**src/rtl/ssp1_pkg.sv**
```systemverilog
`timescale 1ns/1ps
// Shared types for the SSP1 scan sequencer: command opcodes and FSM states.
package ssp1_pkg;

  localparam int NumChips = 4;

  typedef enum logic [1:0] {
    OP_RESET      = 2'd0,
    OP_WRITE_ADDR = 2'd1,
    OP_WRITE_INST = 2'd2,
    OP_NOP        = 2'd3
  } scan_op_t;

  typedef enum logic [2:0] {
    ST_IDLE   = 3'd0,
    ST_RESET  = 3'd1,
    ST_FETCH  = 3'd2,
    ST_LO     = 3'd3,
    ST_HI     = 3'd4,
    ST_UPDATE = 3'd5,
    ST_DONE   = 3'd6
  } scan_state_t;

endpackage

```
**src/rtl/ssp1_scan_phase_timer.sv**
```systemverilog
`timescale 1ns/1ps
// Loadable down-counter timing the scan phases; o_expire marks the last
// cycle of the loaded duration.
module ssp1_scan_phase_timer #(
  parameter int Width = 5
) (
  input  logic             i_sys_clk,
  input  logic             i_rst,
  input  logic             i_load,
  input  logic [Width-1:0] i_load_val,
  output logic             o_expire
);

  logic [Width-1:0] count_q;

  always_ff @(posedge i_sys_clk) begin
    if (i_rst) begin
      count_q <= '0;
    end else if (i_load) begin
      count_q <= i_load_val;
    end else if (count_q != '0) begin
      count_q <= count_q - Width'(1);
    end
  end

  assign o_expire = (count_q == Width'(1));

endmodule

```
**src/rtl/ssp1_scan_sequencer.sv**
```systemverilog
`timescale 1ns/1ps
// Scan-chain sequencer: turns one command plus a stream of bit columns into
// divided scan clock, per-chip enables, shift data and update/reset pulses.
module ssp1_scan_sequencer
  import ssp1_pkg::*;
#(
  parameter int NumInstChains      = 8,
  parameter int InstChainLength    = 64,
  parameter int AddressChainLength = 16,
  parameter int ScanClkDiv         = 4
) (
  input  logic                     i_sys_clk,
  input  logic                     i_rst,
  input  logic                     i_cmd_valid,
  output logic                     o_cmd_ready,
  input  logic [1:0]               i_cmd_op,
  input  logic [3:0]               i_cmd_chip_mask,
  input  logic                     i_bit_valid,
  output logic                     o_bit_ready,
  input  logic [NumInstChains-1:0] i_bit_data,
  output logic                     o_scan_clk,
  output logic [3:0]               o_scan_reset,
  output logic [3:0]               o_scan_update,
  output logic [3:0]               o_scan_en_inst,
  output logic [NumInstChains-1:0] o_scan_in_inst,
  output logic [3:0]               o_scan_en_address,
  output logic                     o_scan_in_address,
  output logic                     o_busy,
  output logic                     o_done
);

  localparam int MaxLen = (InstChainLength > AddressChainLength) ? InstChainLength
                                                                 : AddressChainLength;
  localparam int CntW   = $clog2(MaxLen + 1);
  localparam int TmrW   = $clog2(4 * ScanClkDiv + 1);

  localparam logic [CntW-1:0] InstLast  = CntW'(InstChainLength - 1);
  localparam logic [CntW-1:0] AddrLast  = CntW'(AddressChainLength - 1);
  localparam logic [TmrW-1:0] PhaseTick = TmrW'(ScanClkDiv);
  localparam logic [TmrW-1:0] UpdTick   = TmrW'(2 * ScanClkDiv);
  localparam logic [TmrW-1:0] RstTick   = TmrW'(4 * ScanClkDiv);

  scan_state_t state_q, state_n;
  scan_op_t    op_q, op_n;
  logic [3:0]      mask_q, mask_n;
  logic [CntW-1:0] bit_cnt_q, bit_cnt_n;
  logic [CntW-1:0] last_idx;
  logic [TmrW-1:0] tmr_val;
  logic            tmr_load, tmr_expire;
  logic            accept, bit_take;

  logic                     cmd_ready_q, cmd_ready_n;
  logic                     bit_ready_q, bit_ready_n;
  logic                     scan_clk_q, scan_clk_n;
  logic [3:0]               scan_reset_q, scan_reset_n;
  logic [3:0]               scan_update_q, scan_update_n;
  logic [3:0]               en_inst_q, en_inst_n;
  logic [3:0]               en_addr_q, en_addr_n;
  logic [NumInstChains-1:0] inst_hold_q, inst_hold_n;
  logic                     addr_hold_q, addr_hold_n;
  logic                     busy_q, busy_n;
  logic                     done_q, done_n;

  assign accept   = i_cmd_valid && cmd_ready_q;
  assign bit_take = i_bit_valid && bit_ready_q;
  assign last_idx = (op_q == OP_WRITE_INST) ? InstLast : AddrLast;

  ssp1_scan_phase_timer #(.Width(TmrW)) u_phase_timer (
    .i_sys_clk  (i_sys_clk),
    .i_rst      (i_rst),
    .i_load     (tmr_load),
    .i_load_val (tmr_val),
    .o_expire   (tmr_expire)
  );

  always_comb begin
    state_n   = state_q;
    op_n      = op_q;
    mask_n    = mask_q;
    bit_cnt_n = bit_cnt_q;
    case (state_q)
      ST_IDLE: begin
        if (accept) begin
          op_n      = scan_op_t'(i_cmd_op);
          mask_n    = i_cmd_chip_mask;
          bit_cnt_n = '0;
          if (i_cmd_chip_mask == 4'b0 || scan_op_t'(i_cmd_op) == OP_NOP) begin
            state_n = ST_DONE;
          end else if (scan_op_t'(i_cmd_op) == OP_RESET) begin
            state_n = ST_RESET;
          end else begin
            state_n = ST_FETCH;
          end
        end
      end
      ST_RESET:  if (tmr_expire) state_n = ST_DONE;
      ST_FETCH:  if (bit_take)   state_n = ST_LO;
      ST_LO:     if (tmr_expire) state_n = ST_HI;
      ST_HI: begin
        if (tmr_expire) begin
          bit_cnt_n = bit_cnt_q + CntW'(1);
          state_n   = (bit_cnt_q == last_idx) ? ST_UPDATE : ST_FETCH;
        end
      end
      ST_UPDATE: if (tmr_expire) state_n = ST_DONE;
      ST_DONE:   state_n = ST_IDLE;
      default:   state_n = ST_IDLE;
    endcase

    // Every timed state is (re)loaded on entry.
    tmr_load = (state_n != state_q);
    case (state_n)
      ST_RESET:     tmr_val = RstTick;
      ST_LO, ST_HI: tmr_val = PhaseTick;
      ST_UPDATE:    tmr_val = UpdTick;
      default:      tmr_val = '0;
    endcase

    // Outputs are decoded from the next state so every pin is a flop that
    // lines up exactly with the state register.
    cmd_ready_n   = (state_n == ST_IDLE);
    bit_ready_n   = (state_n == ST_FETCH);
    busy_n        = (state_n != ST_IDLE);
    done_n        = (state_n == ST_DONE);
    scan_clk_n    = (state_n == ST_HI);
    scan_reset_n  = (state_n == ST_RESET)  ? mask_n : 4'b0;
    scan_update_n = (state_n == ST_UPDATE) ? mask_n : 4'b0;

    // Enables rise at the first LO and hold through inter-bit FETCH stalls.
    case (state_n)
      ST_LO: begin
        en_inst_n = (op_n == OP_WRITE_INST) ? mask_n : 4'b0;
        en_addr_n = (op_n == OP_WRITE_ADDR) ? mask_n : 4'b0;
      end
      ST_FETCH, ST_HI: begin
        en_inst_n = en_inst_q;
        en_addr_n = en_addr_q;
      end
      default: begin
        en_inst_n = 4'b0;
        en_addr_n = 4'b0;
      end
    endcase

    inst_hold_n = inst_hold_q;
    addr_hold_n = addr_hold_q;
    if (bit_take && op_q == OP_WRITE_INST) inst_hold_n = i_bit_data;
    if (bit_take && op_q == OP_WRITE_ADDR) addr_hold_n = i_bit_data[0];
  end

  always_ff @(posedge i_sys_clk) begin
    if (i_rst) begin
      state_q       <= ST_IDLE;
      op_q          <= OP_NOP;
      mask_q        <= 4'b0;
      bit_cnt_q     <= '0;
      cmd_ready_q   <= 1'b0;
      bit_ready_q   <= 1'b0;
      busy_q        <= 1'b0;
      done_q        <= 1'b0;
      scan_clk_q    <= 1'b0;
      scan_reset_q  <= 4'b0;
      scan_update_q <= 4'b0;
      en_inst_q     <= 4'b0;
      en_addr_q     <= 4'b0;
      inst_hold_q   <= '0;
      addr_hold_q   <= 1'b0;
    end else begin
      state_q       <= state_n;
      op_q          <= op_n;
      mask_q        <= mask_n;
      bit_cnt_q     <= bit_cnt_n;
      cmd_ready_q   <= cmd_ready_n;
      bit_ready_q   <= bit_ready_n;
      busy_q        <= busy_n;
      done_q        <= done_n;
      scan_clk_q    <= scan_clk_n;
      scan_reset_q  <= scan_reset_n;
      scan_update_q <= scan_update_n;
      en_inst_q     <= en_inst_n;
      en_addr_q     <= en_addr_n;
      inst_hold_q   <= inst_hold_n;
      addr_hold_q   <= addr_hold_n;
    end
  end

  assign o_cmd_ready       = cmd_ready_q;
  assign o_bit_ready       = bit_ready_q;
  assign o_busy            = busy_q;
  assign o_done            = done_q;
  assign o_scan_clk        = scan_clk_q;
  assign o_scan_reset      = scan_reset_q;
  assign o_scan_update     = scan_update_q;
  assign o_scan_en_inst    = en_inst_q;
  assign o_scan_en_address = en_addr_q;
  assign o_scan_in_inst    = inst_hold_q;
  assign o_scan_in_address = addr_hold_q;

endmodule

```
**config.mk**
```make
export PLATFORM = sky130hd
export DESIGN_NAME = ssp1_scan_sequencer
export DESIGN_NICKNAME = d
export VERILOG_FILES = /design/src/rtl/ssp1_pkg.sv /design/src/rtl/ssp1_scan_phase_timer.sv /design/src/rtl/ssp1_scan_sequencer.sv
export SDC_FILE = /design/constraint.sdc
export NUM_CORES = 1
export LEC_CHECK = 0
export ABC_CLOCK_PERIOD_IN_PS = 2600
export CORE_MARGIN = 3
export CORE_UTILIZATION = 50
export DETAILED_ROUTE_END_ITERATION = 6
export PLACE_DENSITY = 0.79
export SYNTH_ARGS = -nofsm -noshare
export SYNTH_HDL_FRONTEND = slang
export SYNTH_SLANG_ARGS = --single-unit
export TNS_END_PERCENT = 100
```
**constraint.sdc**
```tcl
create_clock -name i_sys_clk -period 2.6 [get_ports i_sys_clk]
set_input_delay 0.52 -clock i_sys_clk [delete_from_list [all_inputs] [get_ports i_sys_clk]]
set_output_delay 0.52 -clock i_sys_clk [all_outputs]
set_load 0.02 [all_outputs]
```
# Word-level counts from Yosys, hierarchy flattened
# Cells that the tools add are included.
# W data, S select, Z words.
[word_totals] output_inout_bits=30 regBits=51
[classes] bitwise_logic=2 n_reduce_logical=19 add_sub_neg=2 mux=24 eq_ne=21
[ops] cell="$mux W3" count=7
[ops] cell="$mux W4" count=4
[ops] cell="$pmux W4 S2" count=2
[ops] cell="$eq A3 B3 Y1 const B" count=5
[ops] cell="$pmux W3 S5" count=1
[ops] cell="$pmux W5 S3" count=1
[ops] cell="$mux W7" count=2
[ops] cell="$pmux W7 S2" count=1
[ops] cell="$eq A3 B2 Y1 const B" count=4
[ops] cell="$mux W5" count=2
[ops] cell="$reduce_or A2 Y1" count=5
[ops] cell="$add A7 B1 Y7 const B" count=1
[ops] cell="$eq A7 B6 Y1" count=1
[ops] cell="$eq A2 B2 Y1 const B" count=3
[ops] cell="$eq A3 B1 Y1 const B" count=2
[ops] cell="$logic_not A3 Y1" count=2
[ops] cell="$mux W2" count=3
[ops] cell="$mux W6" count=1
[ops] cell="$eq A5 B1 Y1 const B" count=1
[ops] cell="$reduce_bool A5 Y1" count=1
[ops] cell="$sub A5 B1 Y5 const B" count=1
[ops] cell="$eq A2 B1 Y1 const B" count=2
[ops] cell="$logic_and A1 B1 Y1" count=4
[ops] cell="$logic_not A4 Y1" count=1
[ops] cell="8 further kinds" count=11

# Logic depth before layout (Yosys ltp)
[depth] ltp_word=10 ltp_mapped=10 mapped_depth_nobuf=8

# Hierarchy
# From an unflattened synthesis, not the netlist that was laid out.
[hier_totals] cells_unflattened=245 hier_area_um2=2209.6
[modules_own_cells] module="ssp1_scan_sequencer" seq_area_each_um2=920.9 instances=1 area_per_inst_um2=1900.6 cells_per_inst=210
[modules_own_cells] module="ssp1_scan_phase_timer" seq_area_each_um2=100.1 instances=1 area_per_inst_um2=309.0 cells_per_inst=35

# Least setup slack after synthesis
# Ideal clock, no wire load.
[synth_path] path_type="flip-flop to flip-flop" start="register u_phase_timer.count_q[1]" end="register en_inst_q[3], in the netlist o_scan_en_inst[3]" n_path_buf=2 path_stages_with_launch=9 arrival_ps=2044 slack_ps=495 path_cell_list="dfxtp_1 -> inv_1 -> ha_1 -> or4b_1 -> buf_2 -> o311a_4 -> buf_6 -> nor3_2 -> a32o_1"
[synth_via] elab_chain_len=6
[synth_rtl] item="start: declaration" line_no="ssp1_scan_phase_timer.sv:14" text="logic [Width-1:0] count_q;"
[synth_rtl] item="start signal: assignment" line_no="ssp1_scan_phase_timer.sv:20" text="count_q <= i_load_val;"
[synth_rtl] item="start signal: assignment" line_no="ssp1_scan_phase_timer.sv:22" text="count_q <= count_q - Width'(1);"
[synth_rtl] item="$eq A5 B1 Y1 *" line_no="ssp1_scan_phase_timer.sv:26" text="assign o_expire = (count_q == Width'(1));"
[synth_rtl] item="$mux W3 (on tied branches)"
[synth_rtl] item="$pmux W3 S5 *" line_no="ssp1_scan_sequencer.sv:81" text="case (state_q)"
[synth_rtl] item="$eq A3 B2 Y1 / $eq A3 B3 Y1 (equally long branches)" line_no="ssp1_scan_sequencer.sv:130" text="case (state_n)"
[synth_rtl] item="$reduce_or A2 Y1" line_no="ssp1_scan_sequencer.sv:130"
[synth_rtl] item="$pmux W4 S2" line_no="ssp1_scan_sequencer.sv:130"
[synth_rtl] item="end signal: assignment" line_no="ssp1_scan_sequencer.sv:180" text="en_inst_q <= en_inst_n;"
[synth_rtl] item="end: declaration" line_no="ssp1_scan_sequencer.sv:57" text="logic [3:0] en_inst_q, en_inst_n;"
# Every way passes the cells marked *; elsewhere a longest branch is shown, timed or not.
# A chain may end at the register's enable or synchronous reset.

# Final worst setup path
[layout_path] start="register u_phase_timer.count_q[1]" end="register en_addr_q[3], in the netlist o_scan_en_address[3]"
[layout_via] elab_chain_len=6
[layout_rtl] item="$eq A5 B1 Y1 *" line_no="ssp1_scan_phase_timer.sv:26"
[layout_rtl] item="$mux W3 (on tied branches)"
[layout_rtl] item="$pmux W3 S5 *" line_no="ssp1_scan_sequencer.sv:81"
[layout_rtl] item="$eq A3 B2 Y1 / $eq A3 B3 Y1 (equally long branches)" line_no="ssp1_scan_sequencer.sv:130"
[layout_rtl] item="$reduce_or A2 Y1" line_no="ssp1_scan_sequencer.sv:130"
[layout_rtl] item="$pmux W4 S2" line_no="ssp1_scan_sequencer.sv:130"
[layout_rtl] item="end signal: assignment" line_no="ssp1_scan_sequencer.sv:181" text="en_addr_q <= en_addr_n;"
[layout_rtl] item="end: declaration" line_no="ssp1_scan_sequencer.sv:58" text="logic [3:0] en_addr_q, en_addr_n;"
# Marked as above.

==> run summary <==
Status = complete, no violations
Pwr per Cell Area = 704.6 nW/um^2
Fin. max-slew vios = 0
CP endpoint kind = flop
Mux contribution to synthesized area = 2.433%
Leakage = 1.002 nW
Syn nets = 259
Hold Crit Class = flop to flop
Grt ovf = 0
CP max-delay cell = or4b_1
# setup viols final = 0
Most common cell after layout, fill and taps aside = dfxtp_1
Die ar. = 5144 sq um
Clk root buf = clkbuf_8
Hold Buf Count CTS = 0
Crit-path cells = inv_1 > ha_1 > or4b_1 > o311a_4 > nor3_1 > a32o_1
FF+latch count, synth = 51
Share of cells above drive strength 1 = 10.27%
Predominant post-synthesis flop cell = dfxtp_1
Post-DP HPWL = 3270 um
Die Y = 71.72 um
Post-route ant nets = 0
First-pass GRT wire length = 7921 um
Post-layout min period = 2.422 ns
# fillers = 350
Max-slew headroom = 64.54%
Worst Setup SP = u_phase_timer.count_q[1]
Final hold slack = 0.4586 ns
Main combinational cell family by area after synthesis = simple AND/OR/NAND/NOR gates
Crit Path Class = flop to flop
CTS H-Tree Depth = 2
CTS clock-pin slew for the worst setup and hold paths = 0.09 ns
Syn Std Cell Area = 2160 sq um
Total power = 0.001994 W
Max incr delay on CP = 0.60 ns
Tot GR Track Use = 19.36%
Largest net degree at the start of global routing = 27
Placeable core region = 4086 sq um
Post-Route Skew = 0.006812 ns
Yosys warns = 0
Placed cell count = 329
Num CTS Buffers = 5
Critical Path AT = 2.67 ns
Most frequent cells in the layout = dfxtp_1, clkdlybuf4s50_1, nand2_1, nor2_1, a21oi_1
Vias = 1786
EDFF count, synth = 0
Maximum clock insertion buffer count = 2
Fmax = 412.9 MHz
Port buffer count = 47
Complex-gate fraction of the synthesized area = 14.02%
Actual slew at the worst max-slew pin = 0.5299 ns
Final hold vios = 0
Post-synthesis simple-gate area fraction = 25.96%
Register area share after synthesis = 47.28%
Std-Cell Rows = 23
Final wirelength = 4672 um
Netlist cell types = 47
Mean routed wirelength per cell = 13.66 um
CTS sink count = 51
Mapped Cells = 237
Post-synth ARST share = 0%
Synth Area in Adders = 2.317%
RSZ-0062 raised after global routing = false
Die W = 71.72 um
Required @ worst endpoint = 2.85 ns
Placer Congestion = 0.8722
Synth-to-Final Area Change = 31.05%
Layout Nets = 313
Max rail drop VDD = 0.4334 mV
Max Cap Viol = 0
Source of the worst hold timing path = o_scan_in_inst[4]
DRC violations left = 0
Worst-skew pair later-pin latency = 0.31 ns
Vias in the first global route = 1724
Final non-filler cell total = 342
Drt pass-1 iters = 4
Syn Area/Cell = 9.112 sq um
Ports = 48
Setup TNS = 0 ns
Startpoint types = flop
# diodes = 0
Worst Path Max Fanout = 12
Reg2reg start = u_phase_timer.count_q[1]
CTS tree = done
Initial core utilization = 52.85%
Post-Synth XOR/XNOR Area = 4.519%
Final Cycle Share = 93.16%
Drt first-iter violations = 74
Via/cell ratio = 5.222
Initial antenna violation count = 0
power by group:
group          switching [W]  internal (W)
Clock               0.000267      0.000218
Sequential         0.0000582      0.000848
Combinational       0.000336      0.000268
Total               0.000661       0.00133
worst max-delay path, delay by kind of cell, from the launching register on:
family / cells / cell delay (ns)
DFF: 1 / 0.33
buffers and inverters: 1 / 0.09
AOI/OAI and AO/OA: 2 / 0.71
and+or+nand+nor: 2 / 1.04
adders and majority gates: 1 / 0.18
cell usage after synthesis, types with 2 or more instances:
cell type   n  share of area, %
nand3b_1    5               1.7
dfxtp_1    51                47
a21oi_1    17               3.9
nand4_1     2              0.58
a32o_1      8               3.7
buf_2       3              0.70
nor2_1     22               3.8
clkbuf_1    6               1.0
mux2i_1     3               1.4
nor2b_1     2              0.58
a31oi_1     2              0.58
nand2b_1    5               1.4
ha_1        4               2.3
mux2_2      2               1.0
xor2_1      5               2.0
nand3_1     4              0.93
nand2_1    40               7.0
xnor2_1     3               1.2
nor3_1     16               3.7
nor3_4      2               1.5
and3_1      3              0.87
inv_1       7               1.2
cells by family after synthesis:
family	after synthesis
DFF	51
buffers and inverters	17
adders and majority gates	4
muxes	5
xor gates and xnor gates	9
AOI/OAI and AO/OA	40
and+or+nand+nor	111
state kept, by name, indices dropped and copies added (netlist names):
name	count
o_scan_reset	4
o_busy	1
o_scan_in_inst	8
o_scan_update	4
o_done	1
o_scan_in_address	1
o_bit_ready	1
o_cmd_ready	1
o_scan_en_inst	4
mask_q	4
bit_cnt_q	7
o_scan_en_address	4
u_phase_timer.count_q	5
state_q	3
o_scan_clk	1
op_q	2
metrics by stage:
step | setup slack (ns) | util (%) | cell area, sq um
after floorplan | 0.4947 | - | 2160
after global placement | 0.1472 | 65.62 | 2681
after detailed placement | 0.08779 | 65.62 | 2681
after CTS | 0.1626 | 68.03 | 2780
after global routing | 0.05218 | 69.26 | 2830
final | 0.1779 | 69.26 | 2830
what timing repair did:
| item | CTS | global route |
|---|---|---|
| setup buffers | 0 | 5 |
| setup endpoints to repair | 0 | 5 |
| gates resized for setup | 0 | 0 |
routing by layer:
layer	global-route usage, %	vias to the layer above	routed length, um
li1	-	933	-
met1	25.75	802	2243
met2	30.41	45	2126
met3	5.470	6	238
met4	6.263	0	64
met5	0	-	0
worst paths after layout:
check / to / slack [ns] / depth (start not counted)
setup / recovery: o_scan_en_address[3] / 0.18 / 6
hold / removal: o_scan_in_inst[4] / 0.46 / 2
setup reg to reg: o_scan_en_address[3] / 0.18 / 6
hold reg to reg: o_scan_in_inst[4] / 0.46 / 2
final cells by class:
type | count | area (sq um) | area share (%)
multi-input cells | 169 | 1064 | 37.58
flip-flops and latches | 51 | 1021 | 36.07
repair buffers | 57 | 558.0 | 19.72
clock buffers | 6 | 82.58 | 2.918
well taps | 50 | 62.56 | 2.210
inverters | 7 | 26.28 | 0.9284
clock inverters | 2 | 16.27 | 0.5747
Note: power is estimated with default switching activity, not from simulation.
